<file path="src/rtl/acc_mem_responder.sv">
// Memory-side responder for the accumulator CPU rd/wr bus: serialized single-port RAM
// access with programmable wait states, a one-cycle ready pulse and a host preload port.
module acc_mem_responder #(
  parameter int unsigned ADDR_W   = 5,
  parameter int unsigned DATA_W   = 8,
  parameter int unsigned WAIT_CYC = 1
) (
  input  logic              clk,
  input  logic              rst,
  input  logic              rd,
  input  logic              wr,
  input  logic [ADDR_W-1:0] addr,
  input  logic [DATA_W-1:0] wdata,
  output logic [DATA_W-1:0] rdata,
  output logic              ready,
  output logic              busy,
  output logic              err,
  input  logic              ld_en,
  input  logic [ADDR_W-1:0] ld_addr,
  input  logic [DATA_W-1:0] ld_data,
  output logic              ld_ack
);

  localparam int unsigned DEPTH = 1 << ADDR_W;
  localparam int unsigned CNT_W = 4;

  typedef enum logic [1:0] {S_IDLE, S_WAIT, S_ACCESS, S_HOLD} state_t;

  state_t              state, state_nx;
  logic [CNT_W-1:0]    cnt, cnt_nx;
  logic                op_wr, op_wr_nx;
  logic [ADDR_W-1:0]   lat_addr, lat_addr_nx;
  logic [DATA_W-1:0]   lat_data, lat_data_nx;
  logic                ready_nx, err_nx, ld_ack_nx;
  logic                mem_we, rd_en;
  logic [ADDR_W-1:0]   mem_waddr;
  logic [DATA_W-1:0]   mem_wdata;
  logic [DATA_W-1:0]   mem [DEPTH];

  // Next-state, latch and memory-port decode; CPU strobes outrank the host port in IDLE.
  always_comb begin
    state_nx    = state;
    cnt_nx      = cnt;
    op_wr_nx    = op_wr;
    lat_addr_nx = lat_addr;
    lat_data_nx = lat_data;
    ready_nx    = 1'b0;
    err_nx      = 1'b0;
    ld_ack_nx   = 1'b0;
    mem_we      = 1'b0;
    mem_waddr   = lat_addr;
    mem_wdata   = lat_data;
    rd_en       = 1'b0;
    unique case (state)
      S_IDLE: begin
        if (rd && wr) begin
          err_nx = 1'b1;
        end else if (rd || wr) begin
          op_wr_nx    = wr;
          lat_addr_nx = addr;
          lat_data_nx = wdata;
          if (WAIT_CYC == 0) begin
            state_nx = S_ACCESS;
          end else begin
            cnt_nx   = CNT_W'(WAIT_CYC);
            state_nx = S_WAIT;
          end
        end else if (ld_en) begin
          mem_we    = 1'b1;
          mem_waddr = ld_addr;
          mem_wdata = ld_data;
          ld_ack_nx = 1'b1;
        end
      end
      S_WAIT: begin
        cnt_nx = cnt - CNT_W'(1);
        if (cnt == CNT_W'(1)) state_nx = S_ACCESS;
      end
      S_ACCESS: begin
        ready_nx = 1'b1;
        state_nx = S_HOLD;
        if (op_wr) mem_we = 1'b1;
        else       rd_en  = 1'b1;
      end
      S_HOLD: begin
        if (!rd && !wr) state_nx = S_IDLE;
      end
      default: state_nx = S_IDLE;
    endcase
  end

  always_ff @(posedge clk or posedge rst) begin
    if (rst) begin
      state    <= S_IDLE;
      cnt      <= '0;
      op_wr    <= 1'b0;
      lat_addr <= '0;
      lat_data <= '0;
      rdata    <= '0;
      ready    <= 1'b0;
      err      <= 1'b0;
      ld_ack   <= 1'b0;
    end else begin
      state    <= state_nx;
      cnt      <= cnt_nx;
      op_wr    <= op_wr_nx;
      lat_addr <= lat_addr_nx;
      lat_data <= lat_data_nx;
      ready    <= ready_nx;
      err      <= err_nx;
      ld_ack   <= ld_ack_nx;
      if (rd_en) rdata <= mem[lat_addr];
    end
  end

  // RAM contents survive reset.
  always_ff @(posedge clk) begin
    if (mem_we) mem[mem_waddr] <= mem_wdata;
  end

  assign busy = (state == S_WAIT) || (state == S_ACCESS);

endmodule

</file>
<file path="config.mk">
export PLATFORM = sky130hd
export DESIGN_NAME = acc_mem_responder
export DESIGN_NICKNAME = d
export VERILOG_FILES = /design/src/rtl/acc_mem_responder.sv
export SDC_FILE = /design/constraint.sdc
export NUM_CORES = 1
export LEC_CHECK = 0
export ABC_AREA = 0
export BUFFER_PORTS_ARGS = -buffer_cell sky130_fd_sc_hd__buf_2
export CORE_MARGIN = 2
export CORE_UTILIZATION = 66
export DETAILED_ROUTE_END_ITERATION = 10
export PLACE_DENSITY = 0.89
export SKIP_LAST_GASP = 1
export SLEW_MARGIN = 40
export SYNTH_ARGS = -nofsm -noshare
export SYNTH_HDL_FRONTEND = slang
export SYNTH_SLANG_ARGS = --single-unit
</file>
<file path="constraint.sdc">
create_clock -name clk -period 4.8 [get_ports clk]
set_input_delay 0.96 -clock clk [delete_from_list [all_inputs] [get_ports clk]]
set_output_delay 0.96 -clock clk [all_outputs]
set_load 0.02 [all_outputs]
</file>
======== After elaboration in Yosys (flattened, before gate mapping) ========
Memories as Yosys holds them, arrays and structs flattened. A register that Yosys moved wholly into a read port is not among the register bits.
Index checks and enable logic that the tools add are counted.
storage, ports and cells
  bits in read-only memories .............. 0
  memories ................................ 1
  bits of input ports ..................... 31
  bits in latches ......................... 0
  memory bits (writable) .................. 256
  flip-flop bits (word level) ............. 23
  output and inout bits ................... 12
  word-level logic and storage cells ...... 59
cells by class
  add/sub/neg operators ................... 1
  reduce and logical (&&, ||, !) cells .... 11
  order comparisons ....................... 0
  shifts and indexed selects .............. 0
  bitwise logic cells ..................... 1
  eq/ne operators ......................... 8
  multipliers ............................. 0
  muxes and demuxes ....................... 29
  div/mod/pow operators ................... 0
memory list
  memory  words  width  rd ports  clocked after Yosys merged registers in  write ports  line  source
  mem     32     8      1         1                                        1            38    logic [DATA_W-1:0] mem [DEPTH];
operators by type and width
  cell                                                  count
  two-way mux 8 bit                                     4
  two-way mux 5 bit                                     4
  two-way mux 1 bit                                     12
  two-way mux 2 bit                                     4
  two-way mux 4 bit                                     2
  != test 2 bit (second input constant)                 4
  case mux 2 bit (4 select lines)                       1
  case mux 4 bit (2 select lines)                       1
  AND reduction 3 bit                                   2
  equality test 2 bit (second input constant)           2
  equality test 4 x 1 -> 1 bit (second input constant)  1
  AND reduction 4 bit                                   1
  subtractor 4 x 1 -> 4 bit (second input constant)     1
  equality test 2 x 1 -> 1 bit (second input constant)  1
  logical AND 1 bit                                     2
  logical NOT 1 bit                                     2
  logical NOT 2 bit                                     1
  logical OR 1 bit                                      2
  case mux 1 bit (2 select lines)                       1
  nonzero test 2 bit                                    1
  inverter 1 bit                                        1

======== Longest topological paths before layout ========
Gate-level depths: netlist of the first run.
  depth after elaboration ................. 6
  gate-level depth with buffers ........... 9

======== Worst setup path after synthesis of the first run ========
OpenSTA, ideal clock, no wires.
  path kind ............................... input-to-reg
  from .................................... input rd
  to ...................................... memory mem[15][0], enable pin
  required time ........................... 4,430 ps
  cell stages on the path ................. 8
  buffers on the path ..................... 1
  arrival time ............................ 2,489 ps
  setup time .............................. 370 ps
  setup slack ............................. 1,941 ps
  cells stage by stage .................... ha_1 nand4b_1 inv_1 buf_2 nand3_1 nand2_1 nand2_1 nor2_1
on the way
  cells in the longest elaborated chain, start to end .. 6
  elaborated cells on any way between the ends .. 10
RTL lines
  what                                     line  source
  start: declaration                       10    input logic rd,
  logical OR 1 bit                         58    end else if (rd || wr) begin
  two-way mux 1 bit                        58
  two-way mux 1 bit                        56    if (rd && wr) begin
  case mux 1 bit (2 select lines)          54    unique case (state)
  two-way mux 1 bit                        118   if (mem_we) mem[mem_waddr] <= mem_wdata;
  two-way mux 1 bit (implied by the code)  118
  end: declaration                         38
Parallel ways exist; a longest one is shown, timed or not.

======== Final worst setup path of the first run ========
  from .................................... register state[1]
  to ...................................... memory mem[26][5], enable pin
on the way
  cells in the longest elaborated chain, start to end .. 4
  elaborated cells on any way between the ends .. 6
RTL lines
  what                                                      line  source
  start: declaration                                        29    state_t state, state_nx;
  start signal: assignment                                  104   state <= state_nx;
  equality test 2 bit or logical NOT 2 bit (tied branches)  54
  case mux 1 bit (2 select lines)                           54
  two-way mux 1 bit                                         118
  two-way mux 1 bit (implied by the code)                   118
Parallel ways exist; a longest one is shown, timed or not.

==> results of run 1 <==
per-layer routing:
metal	routed length (um)	up-vias	global-route usage	part of all wire
li1	-	2883	-	-
met1	9730	3341	0.404	0.36
met2	13200	516	0.491	0.49
met3	2830	94	0.0493	0.11
met4	1170	0	0.135	0.043
met5	0	-	0	0
layout make-up:
type / count / area share
clock inverter: 14 / 0.0145
clock buffer: 32 / 0.0533
tap: 225 / 0.0216
sequential: 287 / 0.649
timing repair buffer: 63 / 0.0301
multi-input combinational: 378 / 0.228
inverter: 11 / 0.00317
power by group:
part           internal (mW)  leakage (nW)  switching [mW]
Combinational          0.945          1.65            1.84
Sequential              3.25          2.68           0.159
Clock                   1.29         0.433           0.849
Total                   5.49          4.77            2.85
sequential cells by signal, summed over array words and instances (netlist names):
signal	count
lat_addr	5
err	1
cnt	4
state	2
ld_ack	1
op_wr	1
ready	1
mem	256
lat_data	8
rdata	8
metrics by stage:
stage | setup WS (ns) | utilization | instance area, um2 | std cells | hold WS (ns)
after floorplan | 1.94 | - | 11700 | 713 | 0.463
after global placement | 1.13 | 0.700 | 12100 | 962 | 0.483
after detailed placement | 0.826 | 0.702 | 12100 | 964 | 0.476
after CTS | 1.29 | 0.753 | 13000 | 1010 | 0.498
after global routing | 0.845 | 0.754 | 13000 | 1010 | 0.523
final | 1.19 | 0.754 | 13000 | 1010 | 0.508
cell families (layout without fill, tap and decap cells):
family / count (synthesis) / in the layout / share of synthesized area
DFF: 287 / 287 / 0.723
muxes: 142 / 142 / 0.123
AOI/OAI and AO/OA: 116 / 116 / 0.0800
and+or+nand+nor: 112 / 112 / 0.0409
buffers and inverters: 48 / 120 / 0.0251
adders and majority gates: 8 / 8 / 0.00855
cells in the final DEF (no fill, tap or decap), types with 2 or more instances in the layout:
cell type,Yosys,routed
o41ai_2,8,8
clkinv_2,0,4
bufinv_16,0,5
clkbuf_16,0,27
mux2i_1,128,128
nor3_1,3,3
edfxtp_1,256,256
dfrtp_1,31,30
a22o_1,18,18
nand2_1,52,52
nand3b_1,2,2
a22oi_1,33,33
inv_1,11,11
nor2b_4,0,2
o22ai_1,8,8
buf_12,0,2
nand2b_1,5,4
o21ai_0,11,11
clkinv_1,0,5
a221oi_1,10,10
mux2_2,14,14
nand3_1,5,5
and2_1,3,2
buf_2,7,42
ha_1,8,8
buf_4,9,19
clkbuf_1,9,5
a221oi_2,6,6
nor2_1,36,35
a21oi_1,19,19
final timing paths:
path	endpoint	start	depth (start not counted)	slack, ns
max reg2reg	mem[26][5]	state[1]	8	1.19
max in group asynchronous	lat_addr[0]	rst	3	3.95
min	rdata[5]	rdata[5]	2	0.51
max	mem[26][5]	state[1]	8	1.19
min in group asynchronous	ld_ack	rst	3	0.52
min reg2reg	rdata[5]	rdata[5]	2	0.51
worst register-to-register path: stages, from the launching register on:
cell	delay [ns]
dfrtp_1	0.41
inv_1	0.12
ha_1	0.29
nand4b_1	0.63
inv_1	0.64
nand2_1	0.16
nand2_1	0.18
nand2_1	0.16
nor2_1	0.65
synth_stat cells, drive strengths merged:
cell type,instances,area [um2]
edfxtp,256,7690
mux2i,128,1280
nand2,52,195
nor2,36,135
a22oi,33,248
dfrtp,31,776
buf,28,219
a21oi,19,95.1
a22o,18,158
a221oi,16,178
mux2,14,158
inv,11,41.3
o21ai,11,55.1
clkbuf,9,33.8
ha,8,100
o22ai,8,50.1
o41ai,8,130
nand2b,5,31.3
nand3,5,25.0
and2,3,18.8
nor3,3,15.0
nand3b,2,15.0
nor2b,2,15.0
a211oi,1,7.51
a32oi,1,8.76
nand4b,1,8.76
nor3b,1,7.51
o31ai,1,7.51
or2,1,6.26
or3,1,6.26
==> out/metrics.yaml, run 1 <==
grt_max_degree: 33
cts_tree: "built"
grt_pass1_wl_mm: 40.9
cts.clk_slew.worst_paths_ns: 0.07
finalPower_mw: 8.33
fin_crit_ns: 3.61
dpl.hpwl_mm: 16.3
yosys_warnings: 0
dr.pass1.iters: 5
die_y_um: 137
worst_pin_slew_ns: 0.850
dr_total_vias: 6834
drv_slew: 0
clock_latency_ns: 0.53
fillers: 940
tns_ns: 0
finalHoldViolCount: 0
track_usage: 0.301
cp-start-kind: "register"
finalSetupViolCount: 0
drc: 0
regArea_um2: 8470
rows: 48
hp-class: "reg2reg"
clock.fmax_mhz: 277
slew_headroom: 0.432
synth_area_um2: 11700
status: "finished, final reports clean"
viasPerCell: 6.77
multi_input_area_um2: 2970
worst_path_largest_cell_delay_ns: 0.65
cp.arrival_ns: 3.76
end_kind: "register"
path_max_fanout: 18
synth-seq-cells: 287
cts_setup_buffers: 0
maxCapViolCount: 0
crit_chain: "inv_1 > ha_1 > nand4b_1 > inv_1 > nand2_1 > nand2_1 > nand2_1 > nor2_1"
cts_buffers: 26
n_antenna_cell: 0
leakage_nw: 4.77
core_um2: 17300
die_w_um: 137
clockBufferDepth: 3
critical_path_class: "reg2reg"
dieArea_um2: 18800
nets: 806
wire_per_inst_um: 26.7
root_buffer: "clkbuf_16"
synth_fp_nets: 752
gr-total-overflow: 0
htree_levels: 1
rsz0062_at_grt: "no"
antenna_found_initial: 0
critical_path_buf_inv_count: 2
ir_drop_uv: 691
synth_area_per_cell_um2: 16.4
seq_area_frac_synth: 0.723
syn2layout_area_growth_pct: 11.3
crit_top_cell: "nand2_1"
ioPinCount: 43
critPathSlowestCell: "nor2_1"
fin_crit_sh: 0.752
drt_iter0_markers: 1117
cts_resized: 0
grt_pass1_vias: 7000
synth_cell_types: 36
critical_path.top_delay_family: "simple AND/OR/NAND/NOR gates"
routed_wl_mm: 26.9
ant_nets: 0
initial_utilization: 0.677
finClkSkew_ns: 0.00974
gp_congestion: 0.853
io_buffers: 42
powerDensity_nw_per_um2: 639
crit_required_ns: 4.95
cts_hold_buf: 0
clkSinkCount: 287
layout-drive-gt1-share: 0.171
synth_cells: 713
No activity file was read; power rests on OpenSTA's default activity.
==> run 2: changes to the inputs <==
- CORE_UTILIZATION: 66 -> 61
- PLACE_DENSITY: 0.89 -> 0.84
- clock period: 4.8 -> 3.5 ns (I/O delays scaled with it)
==> run 2 against run 1 <==
Net effect:
- clock-buffer cell count increased by 6
- die area grew 7.9%
- sequential cell count stayed put
- largest cell class unchanged
- sequential share of layout area fell by 0.56 points
- power rose by 38%
- critical path depth fell by 1
- highest routed layer unchanged
- clock skew rose by 0.0063 ns
==> out/metrics.yaml, run 2 (same netlist as run 1, synthesis figures left out) <==
syn2layout_area_growth_pct: 12.3
reg_top3: "mem (256), lat_data (8), rdata (8)"
dr.pass1.iters: 5
htree_levels: 1
dr_total_vias: 6698
ir_drop_uv: 712
r2r-start: "state[0]"
cts_buffers: 28
finClkSkew_ns: 0.0161
cts_hold_buf: 0
initial_utilization: 0.624
switchingPower_mw: 3.91
regMostFlops: "mem"
gp_congestion: 0.876
fin_crit_ns: 2.94
cts.clk_slew.worst_paths_ns: 0.06
die_y_um: 143
multi_input_area_um2: 2980
grt_pass1_vias: 6933
powerDensity_nw_per_um2: 873
tns_ns: 0
cp.arrival_ns: 3.10
seqPwrFrac: 0.413
nets: 813
clock.fmax_mhz: 340
layout.cells.most_common: "edfxtp_1"
critPathSlowestCell: "nor2_1"
worst_pin_slew_ns: 0.824
cts_setup_buffers: 0
ant_nets: 0
end_kind: "register"
dpl.hpwl_mm: 15.9
die_w_um: 143
antenna_found_initial: 0
rsz0062_at_grt: "no"
gr-total-overflow: 0
dieArea_um2: 20300
crit_required_ns: 3.66
track_usage: 0.265
finalHoldViolCount: 0
grt_pass1_wl_mm: 40.1
n_antenna_cell: 0
pwr-share-comb: 0.324
place_area_um2: 12200
critical_path_class: "reg2reg"
clock_latency_ns: 0.54
clkPwrFrac: 0.263
drv_slew: 0
wire_per_inst_um: 25.5
slew_headroom: 0.451
cts_tree: "built"
p_int_mw: 7.57
leakage_nw: 4.83
status: "finished, final reports clean"
drc: 0
cp-start-kind: "register"
clockBufferDepth: 3
fillers: 1124
ioPinCount: 43
hp-class: "in2async"
final_cell_mix: "edfxtp_1, mux2i_1, nand2_1, buf_2, nor2_1"
r2r_cells: 7
fin_crit_sh: 0.840
worst_path_largest_cell_delay_ns: 0.68
viasPerCell: 6.50
core_um2: 18800
grt_max_degree: 39
layout-drive-gt1-share: 0.185
drt_iter0_markers: 849
path_max_fanout: 8
rows: 50
crit_chain: "inv_1 > ha_1 > nand4b_1 > inv_1 > nor3b_1 > a32oi_2 > nor2_1"
maxCapViolCount: 0
largest_reg_flops: 256
crit_top_cell: "inv_1"
finalSetupViolCount: 0
io_buffers: 42
regArea_um2: 8470
sw_frac_of_total: 0.341
root_buffer: "clkbuf_16"
cts_resized: 0
design_area_um2: 13200
r2r_end: "mem[3][2]"
routed_wl_mm: 26.2
reg2reg_setup_slack_ns: 0.56
clkSinkCount: 287
run 2: cell types whose count changed in the layout (fill, tap and decap cells not counted), sizes merged:
cell	before	now
clkinvlp	0	1
clkbuf	32	38
buf	63	68
clkinv	9	10
bufinv	5	3
run 2: worst max-delay path by stage:
stage	startpoint	slack (ns)	cells past startpoint	to
global placement	rd	0.31	10	mem[29][7]
floorplan	rd	0.90	8	mem[15][0]
global route	state[1]	0.42	8	mem[18][0]
detailed placement	wr	0.45	8	mem[3][0]
finish	state[0]	0.56	7	mem[3][2]
CTS	state[0]	0.58	8	mem[18][2]
run 2: area by class of cell:
class,count,share of cell area
Timing Repair Buffer,68,0.0325
Clock inverter,14,0.0118
Clock buffer,38,0.0600
Inverter,11,0.00314
Multi-Input combinational cell,378,0.227
Tap cell,234,0.0223
Sequential cell,287,0.644
run 2: power by group through the flow:
stage | combinational, mW | clock (mW) | sequential (mW)
finish | 3.72 | 3.02 | 4.75
floorplan | 2.57 | 0 | 4.70
detailed placement | 3.61 | 0 | 4.81
CTS | 3.66 | 3.04 | 4.74
global placement | 3.47 | 0 | 4.78
global route | 3.92 | 3.17 | 4.77
run 2: layer usage:
metal	vias up	GRT usage	part of all wire
met2	387	0.440	0.49
li1	2901	-	-
met4	0	0.0959	0.034
met5	-	0	0
met3	86	0.0431	0.084
met1	3324	0.359	0.39
run 2: metrics by stage:
step           setup slack [ns]  hold slack, ns  cells  utilization  total power, mW
3_5_place_dp              0.451           0.471    978        0.650             8.42
2_1_floorplan             0.901           0.463    713            -             7.27
5_1_grt                   0.423           0.219   1030        0.701             11.9
3_3_place_gp              0.315           0.473    977        0.649             8.25
4_1_cts                   0.578           0.183   1030        0.701             11.4
6_report                  0.560           0.179   1030        0.701             11.5
run 2: critical path, delay by kind of cell, from the launching register on:
family	cells	cell delay (ns)
DFF	1	0.37
AOI/OAI and AO/OA	1	0.35
adders and majority gates	1	0.30
buffers and inverters	2	0.23
and+or+nand+nor	3	1.32
